File: src/rtl/my_err_gen_pkg.sv
// my_err_gen_pkg: shared state encoding, mode constants and saturation helper for the error generator
package my_err_gen_pkg;
  typedef enum logic [3:0] {
    IDLE        = 4'd0,
    WAIT_L_TRIG = 4'd1,
    STABLE_L    = 4'd2,
    ACQ_L       = 4'd3,
    WAIT_H_TRIG = 4'd4,
    STABLE_H    = 4'd5,
    ACQ_H       = 4'd6,
    ERR_GEN     = 4'd7
  } state_t;
  localparam logic MODE_DIFF   = 1'b0;
  localparam logic MODE_SINGLE = 1'b1;
  // v carries an in_w-bit signed value; result is clamped to the signed out_w range
  function automatic logic signed [63:0] sat_signed(input logic signed [63:0] v, input int in_w, input int out_w);
    logic signed [63:0] x, hi, lo;
    x  = (v <<< (64 - in_w)) >>> (64 - in_w);
    hi = (64'sd1 <<< (out_w - 1)) - 64'sd1;
    lo = -hi - 64'sd1;
    return x > hi ? hi : x < lo ? lo : x;
  endfunction
endpackage

File: src/rtl/my_err_avg_acc.sv
// my_err_avg_acc: accumulate/count/shift averager shared by the low and high acquisition phases
module my_err_avg_acc #(
  parameter int ADC_BIT = 14,
  parameter int MAX_AVG_SEL = 10,
  parameter int ERR_W = 32,
  parameter int SEL_W = 4
) (
  input  logic                      i_clk,
  input  logic                      i_rst_n,
  input  logic                      i_clr,
  input  logic                      i_acq,
  input  logic [SEL_W-1:0]          i_sel,
  input  logic signed [ADC_BIT-1:0] i_data,
  output logic                      o_done,
  output logic signed [ERR_W-1:0]   o_avg
);
  localparam int ACC_W = ADC_BIT + MAX_AVG_SEL;
  localparam logic [MAX_AVG_SEL:0] ONE = 1;
  logic signed [ACC_W-1:0] acc_q, acc_d, sum;
  logic [MAX_AVG_SEL:0] cnt_q, cnt_d, last_idx;
  always_comb begin
    sum      = acc_q + ACC_W'(i_data);
    last_idx = (ONE << i_sel) - ONE;
    o_done   = i_acq && cnt_q == last_idx;
    // average includes the sample arriving this cycle so the phase needs no drain cycle
    o_avg    = ERR_W'(sum >>> i_sel);
    acc_d    = (i_clr || o_done) ? '0 : i_acq ? sum : acc_q;
    cnt_d    = (i_clr || o_done) ? '0 : i_acq ? cnt_q + ONE : cnt_q;
  end
  always_ff @(posedge i_clk)
    if (!i_rst_n) begin
      acc_q <= '0;
      cnt_q <= '0;
    end else begin
      acc_q <= acc_d;
      cnt_q <= cnt_d;
    end
endmodule

File: src/rtl/my_err_signal_gen_v2.sv
// my_err_signal_gen_v2: square-wave error generator with settle, low/high averaging,
// offset correction, saturation and trigger-miss reporting
module my_err_signal_gen_v2
  import my_err_gen_pkg::*;
#(
  parameter int ADC_BIT = 14,
  parameter int MAX_AVG_SEL = 10,
  parameter int ERR_W = 32,
  parameter int SEL_W = 4
) (
  input  logic                      i_clk,
  input  logic                      i_rst_n,
  input  logic                      i_en,
  input  logic                      i_mode,
  input  logic                      i_polarity,
  input  logic                      i_trig,
  input  logic [31:0]               i_wait_cnt,
  input  logic [SEL_W-1:0]          i_avg_sel,
  input  logic signed [ERR_W-1:0]   i_err_offset,
  input  logic signed [ADC_BIT-1:0] i_adc_data,
  output logic signed [ERR_W-1:0]   o_err,
  output logic                      o_err_vld,
  output logic                      o_sat,
  output logic                      o_trig_miss,
  output logic signed [ERR_W-1:0]   o_low_avg,
  output logic signed [ERR_W-1:0]   o_high_avg,
  output logic [3:0]                o_cstate
);
  localparam int XW = ERR_W + 2;
  state_t state_q, state_d;
  logic [31:0] wait_q, wait_d;
  logic mode_q, mode_d, pol_q, pol_d, vld_q, vld_d, sat_q, sat_d, miss_q, miss_d;
  logic [SEL_W-1:0] sel_q, sel_d;
  logic signed [ERR_W-1:0] off_q, off_d, err_q, err_d, low_q, low_d, high_q, high_d, avg;
  logic signed [XW-1:0] diff, res;
  logic signed [63:0] res_w, clip;
  logic acq, done, busy;

  my_err_avg_acc #(
    .ADC_BIT(ADC_BIT), .MAX_AVG_SEL(MAX_AVG_SEL), .ERR_W(ERR_W), .SEL_W(SEL_W)
  ) u_acc (
    .i_clk(i_clk), .i_rst_n(i_rst_n), .i_clr(!i_en), .i_acq(acq),
    .i_sel(sel_q), .i_data(i_adc_data), .o_done(done), .o_avg(avg)
  );

  always_comb begin
    acq     = i_en && (state_q == ACQ_L || state_q == ACQ_H);
    busy    = state_q inside {STABLE_L, STABLE_H, ACQ_L, ACQ_H, ERR_GEN};
    diff    = mode_q == MODE_DIFF ? (pol_q ? XW'(low_q) - XW'(high_q) : XW'(high_q) - XW'(low_q))
                                  : (pol_q ? -XW'(low_q) : XW'(low_q));
    res     = diff + XW'(off_q);
    res_w   = 64'(res);
    clip    = sat_signed(res_w, XW, ERR_W);
    state_d = state_q;
    wait_d  = wait_q;
    mode_d  = mode_q;
    pol_d   = pol_q;
    sel_d   = sel_q;
    off_d   = off_q;
    err_d   = err_q;
    sat_d   = sat_q;
    low_d   = low_q;
    high_d  = high_q;
    vld_d   = 1'b0;
    miss_d  = i_en && i_trig && busy;
    if (!i_en) begin
      state_d = IDLE;
      wait_d  = '0;
    end else begin
      case (state_q)
        IDLE: state_d = WAIT_L_TRIG;
        WAIT_L_TRIG: if (i_trig) begin
          // period configuration is frozen here until the next low trigger
          mode_d  = i_mode;
          pol_d   = i_polarity;
          sel_d   = i_avg_sel > SEL_W'(MAX_AVG_SEL) ? SEL_W'(MAX_AVG_SEL) : i_avg_sel;
          off_d   = i_err_offset;
          wait_d  = i_wait_cnt;
          state_d = STABLE_L;
        end
        WAIT_H_TRIG: if (i_trig) begin
          wait_d  = i_wait_cnt;
          state_d = STABLE_H;
        end
        STABLE_L, STABLE_H:
          if (wait_q == '0) state_d = state_q == STABLE_L ? ACQ_L : ACQ_H;
          else wait_d = wait_q - 32'd1;
        ACQ_L: if (done) begin
          low_d   = avg;
          state_d = mode_q == MODE_SINGLE ? ERR_GEN : WAIT_H_TRIG;
        end
        ACQ_H: if (done) begin
          high_d  = avg;
          state_d = ERR_GEN;
        end
        ERR_GEN: begin
          err_d   = ERR_W'(clip);
          sat_d   = clip != res_w;
          vld_d   = 1'b1;
          state_d = WAIT_L_TRIG;
        end
        default: state_d = IDLE;
      endcase
    end
  end

  always_ff @(posedge i_clk)
    if (!i_rst_n) begin
      state_q <= IDLE;
      wait_q  <= '0;
      mode_q  <= 1'b0;
      pol_q   <= 1'b0;
      sel_q   <= '0;
      off_q   <= '0;
      err_q   <= '0;
      vld_q   <= 1'b0;
      sat_q   <= 1'b0;
      miss_q  <= 1'b0;
      low_q   <= '0;
      high_q  <= '0;
    end else begin
      state_q <= state_d;
      wait_q  <= wait_d;
      mode_q  <= mode_d;
      pol_q   <= pol_d;
      sel_q   <= sel_d;
      off_q   <= off_d;
      err_q   <= err_d;
      vld_q   <= vld_d;
      sat_q   <= sat_d;
      miss_q  <= miss_d;
      low_q   <= low_d;
      high_q  <= high_d;
    end

  assign o_err       = err_q;
  assign o_err_vld   = vld_q;
  assign o_sat       = sat_q;
  assign o_trig_miss = miss_q;
  assign o_low_avg   = low_q;
  assign o_high_avg  = high_q;
  assign o_cstate    = state_q;
endmodule

File: config.mk
export PLATFORM = sky130hd
export DESIGN_NAME = my_err_signal_gen_v2
export DESIGN_NICKNAME = d
export VERILOG_FILES = /design/src/rtl/my_err_gen_pkg.sv /design/src/rtl/my_err_avg_acc.sv /design/src/rtl/my_err_signal_gen_v2.sv
export SDC_FILE = /design/constraint.sdc
export NUM_CORES = 1
export LEC_CHECK = 0
export CAP_MARGIN = 0
export CORE_ASPECT_RATIO = 1.25
export CORE_MARGIN = 3
export CORE_UTILIZATION = 42
export DETAILED_ROUTE_END_ITERATION = 16
export HOLD_SLACK_MARGIN = 0.08
export PLACE_DENSITY = 0.65
export REMOVE_ABC_BUFFERS = 1
export SLEW_MARGIN = 25
export SYNTH_ARGS = -nofsm -noshare
export SYNTH_HDL_FRONTEND = slang
export SYNTH_SLANG_ARGS = --single-unit
File: constraint.sdc
create_clock -name i_clk -period 5.6 [get_ports i_clk]
set_input_delay 1.12 -clock i_clk [delete_from_list [all_inputs] [get_ports i_clk]]
set_output_delay 1.12 -clock i_clk [all_outputs]
set_load 0.03 [all_outputs]
==> summary.md <==
| Metric | Value |
|---|---|
| Cell Rows | 80 |
| Initial antenna violation count | 0 |
| CTS H-tree lvls | 4 |
| N_diodes | 0 |
| Worst Path Arrival | 6.00 ns |
| Mean Syn Cell Area | 7.345 µm² |
| Register bit total from synthesis | 191 |
| FMAX | 179.3 MHz |
| Largest cells by area after synthesis | dfxtp_1, ha_1, a21oi_1 |
| Total Routing Usage GR | 27.45% |
| Cell family with most CP delay | simple AND/OR/NAND/NOR gates |
| Largest net degree at the start of global routing | 66 |
| Cts hold-fix bufs | 0 |
| Setup Viol. Count Final | 0 |
| Wirelength, routed | about 58 mm |
| PortBufs | 189 |
| Sequential cell area | 0.003831 mm² |
| Layout cells sized above 1 | 19.63% |
| Setup slack after placement | -0.4860 ns |
| Worst Max-Slew Pin Slew | 0.9595 ns |
| Slew HR | 35.95% |
| Global-route wire length before repair | 91.43 mm |
| Die area | 0.04118 mm² |
| Drt wl/cell | ~19 µm |
| Final Hold Fails | 0 |
| Cells after Synth | 2217 |
| Worst VDD drop | 233.6 µV |
| Top-level port count | between 150 and 200 |
| Average vias per placed instance | 5.786 |
| Starting Density | 42.59% |
| Worst Setup Start Kind | flop |
| Final Max Tran Viols | 0 |
| Netlist Area Pre-Place | approximately 0.016 mm² |
| Critical path buffers and inverters | 4 |
| Max-Cap Viols | 0 |
| Setup_tns | 0 ns |
| DR iter-0 viols | 1197 |
| Top-count cell post-synth | nand2_1 |
| GP Congestion | slightly above 1 |
| Critical setup path kind | flop to flop |
| Pre-antenna DRT Iters | 5 |
| DR DRC count | 0 |
| Clock root buffer | clkbuf_16 |
| Final-stage net count | 2771 |
| Final critical-path required period | 5.578 ns |
| WP data required | 6.02 ns |
| RSZ-0062 raised after global routing | true |
| Distinct cell type count after synthesis | 99 |
| Final core occ | 56.21% |
| Die height | ~230 µm |
| Die X | 182.1 µm |
| Multi-input logic area | 0.01191 mm² |
| Top FF cell, synth | dfxtp_1 |
| CTS tree | yes |
| Crit end category | flop |
| Clk_skew | 0.01528 ns |
| Dominant cell type by area after synthesis | dfxtp_1 |
| Vias in the first global route | 17160 |
| Async S/R FF share, synth | 0% |
| Min-Delay Path Class | flop to flop |
| Yosys warning count | 0 |
| EDFF count, synth | 0 |
| Slowest cell on the critical path | or4_4 |
| Post-route setup slack | 0.02185 ns |
| CTS Sinks | 191 |
| TritonCTS buffer count | 17 |
| FILL cells | 3593 |
| Leakage | 8.829 nW |
| Sequential element share of the synthesized area | 23.48% |
| Outcome | finished, final reports clean |
| Max clock buf depth | 2 |
| CP most frequent cell | a21oi_2 |
| Clock latency on the worst-skew pair | 0.49 ns |
| P&R area growth vs syn | 31.99% |
| Grt ovf | 0 |
| Reg clk slew, reported paths | 0.09 ns |
| ANT nets after route | 0 |
| Maximum fanout along the worst path | 6 |
| Core region area | approximately 0.038 mm² |
| DP HPWL | ~46 mm |
| Crit path largest cell delay | ~0.6 ns |
| Via count | between 15000 and 20000 |
| Power per cell area | between 100 and 150 mW/mm² |
| Synth top cells by count | nand2_1, a21oi_1, dfxtp_1 |
| Post-synth top area share | about a quarter |
| Tcrit/Tclk final | 99.61% |
[logic make-up (layout without fill, tap and decap cells)]
logic type / after synthesis / in the layout / synth area share, %
muxes: 55 / 55 / 4.664
adders and majority gates: 113 / 113 / 8.867
DFF: 191 / 191 / 23.48
other: 1 / 1 / 0.02303
and+or+nand+nor: 766 / 766 / 22.17
buffers and inverters: 247 / 613 / 6.378
xor gates and xnor gates: 97 / 97 / 5.317
AOI/OAI and AO/OA: 747 / 747 / 29.10
[worst register-to-register path, cell delays in order (launching register included)]
cell and delay, ns:
dfxtp_1 0.35, inv_1 0.06, ha_1 0.32, buf_4 0.17, o21a_1 0.18, nor2_1 0.37, a21oi_2 0.09, a21oi_2 0.17
o21bai_2 0.09, a211oi_2 0.28, a31oi_4 0.09, a31oi_2 0.23, xnor2_1 0.09, mux2_4 0.28, ha_4 0.27, nand4_1 0.17
or4_4 0.60, a21oi_4 0.17, a31oi_2 0.11, xor2_1 0.16, or3_4 0.38, ha_4 0.25, buf_8 0.14, buf_6 0.13
or2_4 0.25, a21oi_2 0.12
[sequential cells by signal, indices dropped and copies added (netlist names), 3 cells and up]
name / flops
o_cstate: 3
o_err: 32
o_high_avg: 24
o_low_avg: 24
off_q: 32
sel_q: 4
u_acc.acc_q: 24
u_acc.cnt_q: 11
wait_q: 32
[repair_timing]
action | 4_1_cts | 5_1_grt
endpoints found under the setup margin | 33 | 33
setup buffers | 11 | 8
resized for setup | 80 | 55
pin swaps | 54 | 59
[layer usage]
| layer | wire, µm | share of wire, % | track usage, % | up-vias |
|---|---|---|---|---|
| met4 | 3072 | 5.3 | 14.85 | 0 |
| met1 | 23530 | 40 | 31.52 | 8391 |
| li1 | - | - | - | 8748 |
| met5 | 0 | 0 | 0 | - |
| met3 | 2306 | 3.9 | 3.303 | 139 |
| met2 | 29570 | 51 | 49.56 | 514 |
[layout make-up]
class,count,area share (%)
inverter,96,1.677
tap,492,2.864
sequential,191,17.83
timing repair buffer,485,19.37
multi-input combinational,1779,55.42
clock buffer,17,1.979
clock inverter,15,0.8616
[power by group]
part | total, mW | internal [mW] | leakage, nW | switching [mW]
Clock | 1.28 | 0.610 | 0.293 | 0.667
Sequential | 1.39 | 1.37 | 1.54 | 0.0185
Combinational | 0.548 | 0.240 | 6.99 | 0.308
Total | 3.21 | 2.22 | 8.83 | 0.994
[layout by cell type (no fill, tap or decap), types with 13 or more instances in the layout]
cell             instances
nand2_1                292
buf_4                  288
a21oi_1                218
clkdlybuf4s50_1        188
dfxtp_1                187
nor2_1                 181
o21ai_0                142
ha_1                   103
inv_1                   87
xnor2_1                 57
a211oi_1                56
nand3_1                 46
a21o_1                  41
nor3_1                  41
nand4_1                 39
xor2_1                  38
mux2i_1                 31
a21oi_2                 29
nand2b_1                24
o31ai_1                 24
o21a_1                  23
or2_2                   22
o211ai_1                18
and3_1                  17
clkbuf_16               17
a31oi_1                 16
mux4_2                  16
o21bai_1                15
a22oi_1                 15
o21ai_1                 13
[stage by stage]
stage	power, mW	cells	hold slack [ns]	cell area, µm²
after floorplan	1.731	2066	0.4400	15610
after global placement	1.939	3025	0.4460	20240
after detailed placement	1.946	3025	0.4533	20240
after CTS	3.242	3067	0.4647	21200
after global routing	3.340	3075	0.4735	21490
final	3.214	3075	0.4611	21490
[final timing paths]
kind | slack [ns] | to | from | depth (start not counted)
setup / recovery | 0.02 | o_err[18] | o_low_avg[6] | 25
hold / removal | 0.46 | u_acc.acc_q[20] | u_acc.acc_q[20] | 2
setup reg to reg | 0.02 | o_err[18] | o_low_avg[6] | 25
hold reg to reg | 0.46 | u_acc.acc_q[20] | u_acc.acc_q[20] | 2
Power figures use the tool's default switching activity.
